File: config.mk
export PLATFORM = sky130hd
export DESIGN_NAME = dds_sweep_ctrl
export DESIGN_NICKNAME = d
export VERILOG_FILES = /design/src/rtl/dds_sweep_ctrl.sv
export SDC_FILE = /design/constraint.sdc
export NUM_CORES = 1
export LEC_CHECK = 0
export ABC_AREA = 1
export ABC_CLOCK_PERIOD_IN_PS = 3600
export CAP_MARGIN = 20
export CORE_MARGIN = 4
export CORE_UTILIZATION = 51
export CTS_CLUSTER_DIAMETER = 80
export DETAILED_ROUTE_END_ITERATION = 10
export PLACE_DENSITY = 0.8
export SLEW_MARGIN = 10
export SYNTH_ARGS = -nofsm -noshare
export SYNTH_HDL_FRONTEND = slang
export SYNTH_SLANG_ARGS = --single-unit
File: constraint.sdc
create_clock -name clock -period 3.6 [get_ports clock]
set_input_delay 0.36 -clock clock [delete_from_list [all_inputs] [get_ports clock]]
set_output_delay 0.36 -clock clock [all_outputs]
set_load 0.01 [all_outputs]
File: src/rtl/dds_sweep_ctrl.sv
`default_nettype none
// ============================================================================
//  Module   : dds_sweep_ctrl
//  Purpose  : Linear frequency-sweep controller that feeds the DDS sample strobe
//             and the 32-bit phase increment.
//  Revision : 1.0  initial release
// ============================================================================
module dds_sweep_ctrl #(
    parameter int CLKDIV = 10,
    parameter int DWELL  = 256
) (
    input  logic        clock,
    input  logic        reset,
    input  logic        start,
    input  logic        abort,
    input  logic        mode,
    input  logic [31:0] fstart,
    input  logic [31:0] fstop,
    input  logic [31:0] fstep,
    output logic        enableclk,
    output logic [31:0] phaseinc,
    output logic        busy,
    output logic        done,
    output logic        err
);

    localparam int c_div_w   = (CLKDIV > 1) ? $clog2(CLKDIV) : 1;
    localparam int c_dwell_w = (DWELL > 1) ? $clog2(DWELL) : 1;
    localparam logic [c_div_w-1:0]   c_div_last   = c_div_w'(CLKDIV - 1);
    localparam logic [c_dwell_w-1:0] c_dwell_last = c_dwell_w'(DWELL - 1);

    typedef enum logic [1:0] {
        ST_IDLE  = 2'd0,
        ST_SWEEP = 2'd1,
        ST_HOLD  = 2'd2
    } state_t;

    state_t               state_q, state_d;
    logic [c_div_w-1:0]   divcnt_q, divcnt_d;
    logic [c_dwell_w-1:0] dwell_q, dwell_d;
    logic                 enableclk_q, enableclk_d;
    logic [31:0]          phaseinc_q, phaseinc_d;
    logic                 busy_q, busy_d;
    logic                 done_q, done_d;
    logic                 err_q, err_d;
    logic [31:0]          fstart_q, fstart_d;
    logic [31:0]          fstop_q, fstop_d;
    logic [31:0]          fstep_q, fstep_d;
    logic                 mode_q, mode_d;

    logic [32:0]          w_sum;
    logic                 w_cfg_ok;
    logic                 w_dwell_last;
    logic                 w_tick;

    // Free-running strobe; it keeps going in IDLE so the DDS never stalls.
    always_comb begin
        divcnt_d    = (divcnt_q == c_div_last) ? '0 : divcnt_q + c_div_w'(1);
        enableclk_d = (divcnt_q == c_div_last);
    end

    // A step update lands on the edge that closes the strobe cycle.
    assign w_tick       = enableclk_q;
    assign w_dwell_last = (dwell_q == c_dwell_last);
    assign w_cfg_ok     = (fstep != 32'd0) && (fstart <= fstop);
    // 33-bit add so a step past 2^32 saturates at fstop instead of wrapping.
    assign w_sum        = {1'b0, phaseinc_q} + {1'b0, fstep_q};

    always_comb begin
        state_d    = state_q;
        dwell_d    = dwell_q;
        phaseinc_d = phaseinc_q;
        done_d     = 1'b0;
        err_d      = 1'b0;
        fstart_d   = fstart_q;
        fstop_d    = fstop_q;
        fstep_d    = fstep_q;
        mode_d     = mode_q;

        if (abort) begin
            state_d = ST_IDLE;
            dwell_d = '0;
        end else begin
            case (state_q)
                ST_IDLE: begin
                    if (start) begin
                        if (w_cfg_ok) begin
                            fstart_d   = fstart;
                            fstop_d    = fstop;
                            fstep_d    = fstep;
                            mode_d     = mode;
                            phaseinc_d = fstart;
                            dwell_d    = '0;
                            state_d    = ST_SWEEP;
                        end else begin
                            err_d = 1'b1;
                        end
                    end
                end
                ST_SWEEP: begin
                    if (w_tick) begin
                        if (w_dwell_last) begin
                            dwell_d = '0;
                            if (w_sum >= {1'b0, fstop_q}) begin
                                phaseinc_d = fstop_q;
                                state_d    = ST_HOLD;
                            end else begin
                                phaseinc_d = w_sum[31:0];
                            end
                        end else begin
                            dwell_d = dwell_q + c_dwell_w'(1);
                        end
                    end
                end
                ST_HOLD: begin
                    if (w_tick) begin
                        if (w_dwell_last) begin
                            dwell_d = '0;
                            done_d  = 1'b1;
                            if (mode_q) begin
                                phaseinc_d = fstart_q;
                                state_d    = ST_SWEEP;
                            end else begin
                                state_d = ST_IDLE;
                            end
                        end else begin
                            dwell_d = dwell_q + c_dwell_w'(1);
                        end
                    end
                end
                default: begin
                    state_d = ST_IDLE;
                    dwell_d = '0;
                end
            endcase
        end

        busy_d = (state_d != ST_IDLE);
    end

    always_ff @(posedge clock) begin
        if (reset) begin
            state_q     <= ST_IDLE;
            divcnt_q    <= '0;
            dwell_q     <= '0;
            enableclk_q <= 1'b0;
            phaseinc_q  <= 32'd0;
            busy_q      <= 1'b0;
            done_q      <= 1'b0;
            err_q       <= 1'b0;
            fstart_q    <= 32'd0;
            fstop_q     <= 32'd0;
            fstep_q     <= 32'd0;
            mode_q      <= 1'b0;
        end else begin
            state_q     <= state_d;
            divcnt_q    <= divcnt_d;
            dwell_q     <= dwell_d;
            enableclk_q <= enableclk_d;
            phaseinc_q  <= phaseinc_d;
            busy_q      <= busy_d;
            done_q      <= done_d;
            err_q       <= err_d;
            fstart_q    <= fstart_d;
            fstop_q     <= fstop_d;
            fstep_q     <= fstep_d;
            mode_q      <= mode_d;
        end
    end

    assign enableclk = enableclk_q;
    assign phaseinc  = phaseinc_q;
    assign busy      = busy_q;
    assign done      = done_q;
    assign err       = err_q;

endmodule
`default_nettype wire

==> results of run 1 <==
==> layout by cell type (no fill, tap or decap), types with 6 or more instances in the layout <==
| master | Yosys | routed |
|---|---|---|
| a21o_1 | 9 | 9 |
| a21oi_1 | 230 | 199 |
| a21oi_2 | 0 | 30 |
| a31oi_1 | 6 | 6 |
| buf_12 | 0 | 8 |
| buf_4 | 3 | 153 |
| clkbuf_16 | 0 | 17 |
| clkdlybuf4s50_1 | 0 | 136 |
| dfxtp_1 | 147 | 141 |
| ha_1 | 103 | 89 |
| ha_4 | 0 | 13 |
| inv_1 | 238 | 228 |
| inv_2 | 2 | 12 |
| nand2_1 | 273 | 217 |
| nand2_2 | 5 | 45 |
| nand2_4 | 1 | 15 |
| nand3_1 | 92 | 73 |
| nand3_2 | 3 | 18 |
| nand4_1 | 16 | 16 |
| nor2_1 | 107 | 100 |
| nor2_2 | 1 | 6 |
| nor3_1 | 14 | 11 |
| nor4_1 | 10 | 10 |
| o21ai_0 | 101 | 90 |
| o21ai_1 | 39 | 45 |
| or2_2 | 13 | 13 |
| xor2_1 | 20 | 12 |
| xor2_2 | 0 | 7 |
==> critical path, delay by kind of cell (launching register included) <==
| family | cells | cell delay (ns) |
|---|---|---|
| compound gates | 3 | 0.47 |
| xor+xnor | 1 | 0.16 |
| fa+ha+maj | 3 | 0.84 |
| buf+inv | 4 | 0.45 |
| flops | 1 | 0.34 |
| simple gates | 20 | 1.69 |
==> cell type report <==
class	count	area, sq um
repair buffers	302	2743
inverters	242	910.9
flip-flops and latches	147	2953
clock inverters	12	143.9
clock buffers	19	452.9
multi-input cells	1080	6874
well taps	265	331.6
fillers	1454	5181
==> worst max path at each step <==
stage	start	to	slack [ns]
6_report	phaseinc[0]$_SDFFE_PP0P_	phaseinc[22]$_SDFFE_PP0P_	-0.43
5_1_grt	phaseinc[0]$_SDFFE_PP0P_	phaseinc[14]$_SDFFE_PP0P_	-0.54
4_1_cts	phaseinc[0]$_SDFFE_PP0P_	phaseinc[15]$_SDFFE_PP0P_	-0.25
3_5_place_dp	phaseinc[0]$_SDFFE_PP0P_	phaseinc[22]$_SDFFE_PP0P_	-0.73
3_3_place_gp	phaseinc[0]$_SDFFE_PP0P_	phaseinc[8]$_SDFFE_PP0P_	-0.65
2_1_floorplan	phaseinc[0]$_SDFFE_PP0P_	phaseinc[25]$_SDFFE_PP0P_	0.007
==> cells by family (layout without fill, tap and decap cells) <==
family                   after synthesis  after routing  share of synthesized area (%)
flip-flops                           147            147                          28.87
adder cells (fa/ha/maj)              104            104                          12.84
XOR/XNOR                              24             24                          2.062
AND/OR/NAND/NOR                      543            543                          23.09
AO/OA/AOI/OAI                        409            409                          21.16
buffers and inverters                307            575                          11.97
==> stage by stage <==
| stage | instances | instance area (sq um) | power [mW] | TNS (ns) |
|---|---|---|---|---|
| after floorplan | 1534 | 10190 | 2.928 | 0 |
| after global placement | 2019 | 12790 | 3.713 | -21.05 |
| after detailed placement | 2019 | 12790 | 3.761 | -23.07 |
| after CTS | 2064 | 13990 | 5.934 | -6.394 |
| after global routing | 2067 | 14410 | 6.450 | -17.16 |
| final | 2067 | 14410 | 6.211 | -11.78 |
==> per-layer routing <==
| metal | vias up | track usage [%] | part of all wire [%] |
|---|---|---|---|
| li1 | 5556 | - | - |
| met1 | 5467 | 39.94 | 39 |
| met2 | 618 | 53.89 | 48 |
| met3 | 157 | 5.530 | 8.9 |
| met4 | 0 | 11.95 | 4.3 |
| met5 | - | 0 | 0 |
==> timing repair <==
item                       in CTS  in global routing
hold endpoints to repair        0                  0
cloned                          2                  0
pin swaps                      41                 62
setup endpoints to repair      35                 35
gates resized for setup       105                113
buffers inserted               13                  6
==> state kept, by name, indices dropped and copies added (netlist names), 2 cells and up <==
signal and count:
divcnt_q 4, dwell_q 8, fstart_q 32, fstep_q 32
fstop_q 32, phaseinc 32, state_q 2
==> power by group <==
group / switching [mW] / internal [mW]
registers: 0.0753 / 1.74
logic: 1.43 / 1.11
clock network: 0.789 / 1.07
total: 2.29 / 3.92
==> metrics, run 1 <==
status finished with violations; failing checks negative setup slack; first-pass GRT wire length between 50 and 60 mm; Peak supply drop ~0.46 mV; Detailed Route WL around 37 mm; die span in y between 100 and 150 microns; sequential area share after synthesis 28.87%; RSZ-0062 raised after global routing yes; Sink Count ~150; hold_ws between 0.4 and 0.5 ns; DRC 0; Required @ worst endpoint a little under 4 ns; worst slew pin tran 0.7963 ns; total CTS buffers 17; Max Cap Violations 0; CTS Buffer Depth 2; RR Startpoint phaseinc[0]$_SDFFE_PP0P_; clk_lat worst skew roughly 0.44 ns; most common cell in the synthesized netlist nand2_1; Post-synth EDFFs 0; Crit Reg-Reg Endpoint phaseinc[22]$_SDFFE_PP0P_; synthesized area 10190 sq um; Post-synth ARST share 0%; Crit Path Max Fanout 6; initial DRC count approximately 1.3k; final period utilization 111.8%; fmax around 250 MHz; site row count 51; vias per cell 5.708; ys flop type dfxtp_1; final hold vios 0; crit path DAT approximately 4.4 ns; Setup crit start kind flop; max_slew headroom between 40 and 50%; drt pass-1 iters 6; Area contributors post-synth dfxtp_1 (29%), ha_1 (13%), a21oi_1 (11%); Yosys cell types 45; Cells after Synth roughly 1.5k; count of boundary I/O pins 137; Starting Density about 52%; hold wc startpoint fstart_q[24]$_SDFFE_PP0P_; static leakage 6.710 nW; Final min period slightly above 4 ns; share of cells above drive strength 1 21.81%; total gr overflow 0; Synth top cells by count nand2_1 (273), inv_1 (238), a21oi_1 (230); Syn Area/Cell between 6 and 7 sq um; antenna violations before repair 0; HP Class reg -> reg; CORE AREA 19590 sq um; CTS tree built; GPL Wtd Cong ~0.95; Largest stage delay, worst path ~0.39 ns; P per Cell Area 431.0 nW/um^2; Most Frequent Cell on Critical Path nand2_1; clock slew at reported path FFs 0.07 ns; DIE AREA about 22000 sq um; synth warn 0; clk_skew approximately 0.01 ns; vias in the first global route roughly 11k; DR vias 11.80k; overall routing resource usage between 30% and 40%; Die W about 150 microns; H-tree depth 4; setup ws final -0.4264 ns; Worst R2R Setup Slack -0.43 ns; Setup WS pre-CTS -0.7346 ns; number of antenna diodes 0; cells on worst reg2reg path 31; drt wl/cell about 18 microns; Synth top area share roughly 29%; post-DP HPWL 25.48 mm; cts hold-fix bufs 0; area grow syn2layout 41.37%; hold path cells 2; Finish-stage setup viols 35; largest net degree at the start of global routing between 80 and 90; CP Class reg -> reg; Synth area leader dfxtp_1; clock root cell clkbuf_16; I/O Buffers 136; post-layout util between 70% and 80%; Final ANT Viol Nets 0; Worst Hold Path EP fstart_q[24]$_SDFFE_PP0P_; Nets 1995; CP max-delay cell fa_2; final slew viol count 0; post-synthesis register bit count between 100 and 150; critical path endpoint category flop; syn_nets 1739
(Power assumes the default switching activity.)
==> run 2, diff against run 1 <==
--- a/config.mk
+++ b/config.mk
@@ -6,7 +6,7 @@
 export NUM_CORES = 1
 export LEC_CHECK = 0
 export ABC_AREA = 1
-export ABC_CLOCK_PERIOD_IN_PS = 3600
+export ABC_CLOCK_PERIOD_IN_PS = 3450
 export CAP_MARGIN = 20
 export CORE_MARGIN = 4
 export CORE_UTILIZATION = 51
==> constraint.sdc (replaced) <==
create_clock -name clock -period 3.45 [get_ports clock]
set_input_delay 0.345 -clock clock [delete_from_list [all_inputs] [get_ports clock]]
set_output_delay 0.345 -clock clock [all_outputs]
set_load 0.01 [all_outputs]
==> metrics, run 2 (same netlist as run 1, synthesis figures left out) <==
status finished with violations (unchanged); failing checks negative setup slack (unchanged); fmax 257.0 MHz (was 248.4 MHz); Largest stage delay, worst path 0.34 ns (was 0.39 ns); final slew viol count 0 (unchanged); antenna violations before repair 0 (unchanged); P per Cell Area 443.1 nW/um^2 (was 431.0 nW/um^2); TNS Setup -13.67 ns (was -11.78 ns); Worst R2R Setup Slack -0.44 ns (was -0.43 ns); CTS Buffer Depth 2 (unchanged); worst slew pin tran 0.5973 ns (was 0.7963 ns); clk_lat worst skew 0.45 ns (was 0.44 ns); Final min period 3.890 ns (was 4.026 ns); CP Class reg -> reg (unchanged); vias in the first global route 11.06k (was 11.30k); RSZ-0062 raised after global routing yes (unchanged); Die W 149.4 microns (unchanged); H-tree depth 4 (unchanged); CP max-delay cell dfxtp_2 (was fa_2); number of antenna diodes 0 (unchanged); DIE AREA 22310 sq um (unchanged); vias per cell 5.526 (was 5.708); Detailed Route WL 35.24 mm (was 37.30 mm); Final ANT Viol Nets 0 (unchanged); clk_skew 0.01447 ns (was 0.009996 ns); Crit Path Max Fanout 5 (was 6); most frequent cells in the layout inv_1 (234), nand2_1 (230), a21oi_1 (211) (was inv_1 (228), nand2_1 (217), a21oi_1 (199)); Max Cap Violations 0 (unchanged); first-pass GRT wire length 54.99 mm (was 56.13 mm); CTS tree built (unchanged); clock root cell clkbuf_16 (unchanged); critical path endpoint category flop (unchanged); DRC 0 (unchanged); clock slew at reported path FFs 0.06 ns (was 0.07 ns); fin cells 2084 (was 2067); Nets 2011 (was 1995); final hold vios 0 (unchanged); static leakage 6.735 nW (was 6.710 nW); cells on worst reg2reg path 31 (unchanged); share of cells above drive strength 1 19.79% (was 21.81%); setup ws final -0.4404 ns (was -0.4264 ns); Critical Path End phaseinc[12]$_SDFFE_PP0P_ (was phaseinc[22]$_SDFFE_PP0P_); total gr overflow 0 (unchanged); crit path launch fstep_q[0]$_SDFFE_PP0P_ (was phaseinc[0]$_SDFFE_PP0P_); Crit Reg-Reg Endpoint phaseinc[12]$_SDFFE_PP0P_ (was phaseinc[22]$_SDFFE_PP0P_); site row count 51 (unchanged); area grow syn2layout 40.39% (was 41.37%); RR Startpoint fstep_q[0]$_SDFFE_PP0P_ (was phaseinc[0]$_SDFFE_PP0P_); overall routing resource usage 30.83% (was 31.60%); Finish-stage setup viols 35 (unchanged); largest net degree at the start of global routing 129 (was 85); DR vias 11.52k (was 11.80k); final period utilization 112.8% (was 111.8%); commonest non-fill, non-tap cell in the layout inv_1 (unchanged); Total Power 6.340 mW (was 6.211 mW); Peak supply drop 0.3703 mV (was 0.4575 mV); I/O Buffers 136 (unchanged); Setup crit start kind flop (unchanged); count of boundary I/O pins 137 (unchanged); CORE AREA 19590 sq um (unchanged); Setup WS pre-CTS -0.4527 ns (was -0.7346 ns); HP Class reg -> reg (unchanged); Starting Density 52.03% (unchanged); Sink Count 147 (unchanged); crit path DAT 4.22 ns (was 4.40 ns); initial DRC count 1079 (was 1311); cts hold-fix bufs 0 (unchanged); drt wl/cell 16.91 microns (was 18.04 microns); die span in y 149.4 microns (unchanged); max_slew headroom 60.18% (was 46.42%); drt pass-1 iters 6 (unchanged); Required @ worst endpoint 3.78 ns (was 3.97 ns); Most Frequent Cell on Critical Path nand2_1 (unchanged); total CTS buffers 17 (unchanged); post-DP HPWL 25.30 mm (was 25.48 mm); cell total after placement 2038 (was 2019); GPL Wtd Cong 0.9579 (was 0.9492)
## run 2: cell type report
cell class | count | area, sq um
fillers | 1494 | 5281
repair buffers | 318 | 2870
clock buffers | 19 | 432.9
well taps | 265 | 331.6
multi-input cells | 1080 | 6646
flip-flops and latches | 147 | 2947
inverters | 242 | 908.4
clock inverters | 13 | 172.7
## run 2: stage by stage
step           hold WS (ns)  cell area, sq um  utilization, %
2_1_floorplan        0.4242             10210               -
6_report             0.4489             14310           73.04
5_1_grt              0.4710             14310           73.04
4_1_cts              0.4475             14050           71.71
3_3_place_gp         0.4326             12960           66.14
3_5_place_dp         0.4372             12960           66.14
## run 2: how the worst min path moves through the flow
stage,startpoint,to,slack (ns),cells past startpoint
final,fstart_q[20]$_SDFFE_PP0P_,fstart_q[20]$_SDFFE_PP0P_,0.45,2
after global routing,fstart_q[30]$_SDFFE_PP0P_,fstart_q[30]$_SDFFE_PP0P_,0.47,2
after CTS,fstart_q[20]$_SDFFE_PP0P_,fstart_q[20]$_SDFFE_PP0P_,0.45,2
after detailed placement,fstart_q[2]$_SDFFE_PP0P_,fstart_q[2]$_SDFFE_PP0P_,0.44,2
after global placement,fstart_q[18]$_SDFFE_PP0P_,fstart_q[18]$_SDFFE_PP0P_,0.43,2
after floorplan,fstart_q[25]$_SDFFE_PP0P_,fstart_q[25]$_SDFFE_PP0P_,0.42,2
## run 2: where the power goes
part,switching [mW],internal [mW]
Combinational,1.36,1.10
Sequential,0.0744,1.82
Clock,0.833,1.15
Total,2.27,4.07
## run 2: critical path: cells and delay by family, from the launching register on
kind                     cells  cell delay (ns)
flip-flops                   1             0.34
AND/OR/NAND/NOR             21             1.71
buffers and inverters        2             0.23
AO/OA/AOI/OAI                4             0.47
XOR/XNOR                     1             0.19
adder cells (fa/ha/maj)      3             0.79
## run 2: metal layers
layer | wire length, microns | vias up | track usage (%)
met5 | 0 | - | 0
li1 | - | 5596 | -
met1 | 14790 | 5307 | 40.61
met3 | 2907 | 95 | 5.500
met2 | 16440 | 519 | 50.52
met4 | 1093 | 0 | 11.67
## run 2: what timing repair did
item | CTS | global route
pin swaps | 40 | 34
hold endpoints to repair | 0 | 0
setup endpoints to repair | 35 | 35
setup buffers | 12 | 4
resized for setup | 85 | 64
gates cloned | 2 | 0
==> run 3, diff against run 2 <==
--- a/config.mk
+++ b/config.mk
@@ -11,6 +11,7 @@
 export CORE_MARGIN = 4
 export CORE_UTILIZATION = 51
 export CTS_CLUSTER_DIAMETER = 80
+export CTS_CLUSTER_SIZE = 16
 export DETAILED_ROUTE_END_ITERATION = 10
 export PLACE_DENSITY = 0.8
 export SLEW_MARGIN = 10
==> results of run 3 <==
The final DEF is identical to that of run 2; final timing and power are the same.
==> variant, RTL diff (flow settings as in run 3) <==
Compare `divcnt_q` against `c_div_last` with >= in place of ==.
--- a/src/rtl/dds_sweep_ctrl.sv
+++ b/src/rtl/dds_sweep_ctrl.sv
@@ -56,7 +56,7 @@
     // Free-running strobe; it keeps going in IDLE so the DDS never stalls.
     always_comb begin
         divcnt_d    = (divcnt_q == c_div_last) ? '0 : divcnt_q + c_div_w'(1);
-        enableclk_d = (divcnt_q == c_div_last);
+        enableclk_d = (divcnt_q >= c_div_last);
     end
 
     // A step update lands on the edge that closes the strobe cycle.
Function: same outputs for any inputs over 4 cycles, from zero or initial values and one cycle with reset high; that may be too few to reach the edited logic, so the function may still have changed.
==> variant against run 3 <==
- the flow still finishes with violations (setup timing)
- power is 2.3% lower
- wire length rose by 6.7%
- final area rose by 0.57%
- sequential cell count stayed put
- non-clock buffer count down 5
- setup slack got worse by 160 ps
- synthesized area rose by 0.34%
- critical path type unchanged
- largest cell class unchanged
- highest routed layer unchanged
==> variant: results (changes against run 3) <==
- The overall routing resource usage came to 31.5% (+0.63 points).
- The relative slew slack is 41.2% (-19 points).
- The leakage dissipation is 6.51 nW (-3.4%).
- The maximum fanout along the worst path is 7 (+2).
- The internal power component is 3.97 mW (-2.4%).
- The share of the synthesized netlist area taken by xor and xnor gates came to 1.71% (-0.35 points).
- The total length of routed met3 wires is 3830 um (+32%).
- The fraction of area in clock buffers and inverters is 4.35% (+0.12 points).
- The post-route clock skew came to 13.2 ps (-1.26 ps).
- The number of nets at the end of the flow is 2005 (-0.30%).
- The cell at the slowest stage of the critical path is dfxtp_1.
- The detailed-placement wirelength estimate is 25800 um (+2.0%).
- The multi-input logic portion of the cell area is 48.3% (+1.8 points).
- The largest net degree at the start of global routing is 73 (-43%).
- In the post-synthesis netlist, the biggest area contributors are dfxtp_1 29%, ha_1 13%, nand2_1 13%.
- The average vias per placed instance came to 5.77 (+4.4%).
- The met3 demand-to-capacity share in global routing is 4.72% (-0.78 points).
- The final weighted congestion of routability-driven global placement is 0.971 (+1.3%).
- The setup TNS after final layout is -18340 ps (-4670 ps).
- The non-clock inverter instance count of the final layout is 176 (-27%).
- The wire length on met2 came to 17000 um (+3.6%).
- The ratio of cells with drive above 1 in the final layout is 22.0% (+2.2 points).
- The number of endpoints failing setup at the final stage came to 35 (unchanged).
- The standard cell area after detailed placement came to 12800 um^2 (-1.5%).
- The adder and majority gate portion of the synthesized area is 12.9% (+0.078 points).
- The wire length of the first global-routing pass came to 56100 um (+2.1%).
- The post-cts resize count is 74 (-13%).
- The checks that failed: setup timing.
- The synthesized net count came to 1745 (+0.35%).
- The multi-input combinational cell count is 1144 (+5.9%).
- The number of global-route vias before repair is 10.9k (-1.1%).
- The met1 capacity usage during global routing came to 44.3% (+3.7 points).
- The worst IR drop on VDD is 0.350 mV (-5.4%).
- The worst flop-to-flop path startpoint is fstep_q[9].
- The clock tree buffer count of the final layout is 20 (+1).
- The sequential fraction of the synthesis area is 28.8% (-0.099 points).
- The clock latency at the later pin of the worst-skew pair is 430 ps (-20 ps).
- The flow ran to the end, but the final reports show violations.
- The post-CTS setup buffer count is 22 (+10).
- The area taken by flip-flops and latches is 2950 um^2 (+0.25%).
- The number of cell instances on the worst register-to-register path came to 26 (-16%).
- The count of different cell masters after synthesis is 42 (-6.7%).
- The most critical setup path has its endpoint at phaseinc[31].
- The non-clock buffer total of the final layout was 313 (-1.6%).
- The post-synthesis compound-gate area fraction is 18.4% (-2.7 points).
- The count of fill cells added during filler insertion was 1518 (+1.6%).
- The proportion of power drawn by the clock network came to 32.4% (+1.1 points).
- The worst-case setup margin in the final layout is -596 ps (-156 ps).
- The number of violations reported at the end of detailed-routing iteration 0 is 1457 (+35%).
- The count of sequential standard cells is 147 (unchanged).
- The worst hold path begins at fstart_q[4].
- The global-route met2 utilization was 50.7% (+0.23 points).
- The switching power total came to 2.22 mW (-2.2%).
- The area share of buffers outside the clock network is 20.0% (-0.096 points).
- For this run, the leading register cell type out of synthesis is dfxtp_1.
- The commonest cells after synthesis are 345 x nand2_1, 221 x a21oi_1, 170 x inv_1, 160 x nand3_1, 147 x dfxtp_1.
variant: cell count changes in the layout (fill, tap and decap cells not counted), sizes merged, moves of 4 or more:
cell	run 3	this run
buf	182	176
a21o	9	4
nand2	279	350
xor2	20	16
nand3	95	160
or2	15	29
nand4	16	9
inv	246	183
nor3	14	18
o21ai	140	96
nor2	108	77
variant: kinds of logic (layout without fill, tap and decap cells):
group                    Yosys count  count (layout)
XOR/XNOR                          20              20
AO/OA/AOI/OAI                    353             353
flip-flops                       147             147
buffers and inverters            248             521
adder cells (fa/ha/maj)          105             105
AND/OR/NAND/NOR                  666             666
variant: worst reg2reg max path: stages (launching register included):
cell,delay [ps]
dfxtp_1,340
ha_1,340
a21oi_1,280
o21ai_1,140
a21oi_1,220
nand2_2,100
nand2_2,70
nand2_2,100
nand2_1,120
nand3b_1,80
nand2_1,130
inv_1,70
ha_1,300
nand2_1,110
nor2_2,180
nand3b_1,150
o21ai_1,190
buf_4,150
a31oi_4,50
buf_12,170
nand2_8,110
buf_12,150
nand2_2,60
nand3_2,70
nand2_1,70
nand2_1,100
a21oi_2,60
variant: how the worst min path moves through the flow:
stage	end	cells past startpoint	slack, ps
2_1_floorplan	fstart_q[23]	2	440
3_3_place_gp	fstart_q[13]	2	450
3_5_place_dp	fstart_q[13]	2	450
4_1_cts	fstart_q[13]	2	460
5_1_grt	fstart_q[13]	2	480
6_report	fstart_q[4]	2	470
variant: per-stage QoR:
stage / std cells / hold WS [ps] / setup slack (ps) / util [%]
detailed placement: 2011 / 453 / -457 / 65.1
CTS: 2065 / 463 / -268 / 70.6
global placement: 2011 / 449 / -333 / 65.1
finish: 2077 / 465 / -596 / 73.5
global route: 2077 / 478 / -725 / 73.5
floorplan: 1539 / 441 / 12.6 / -
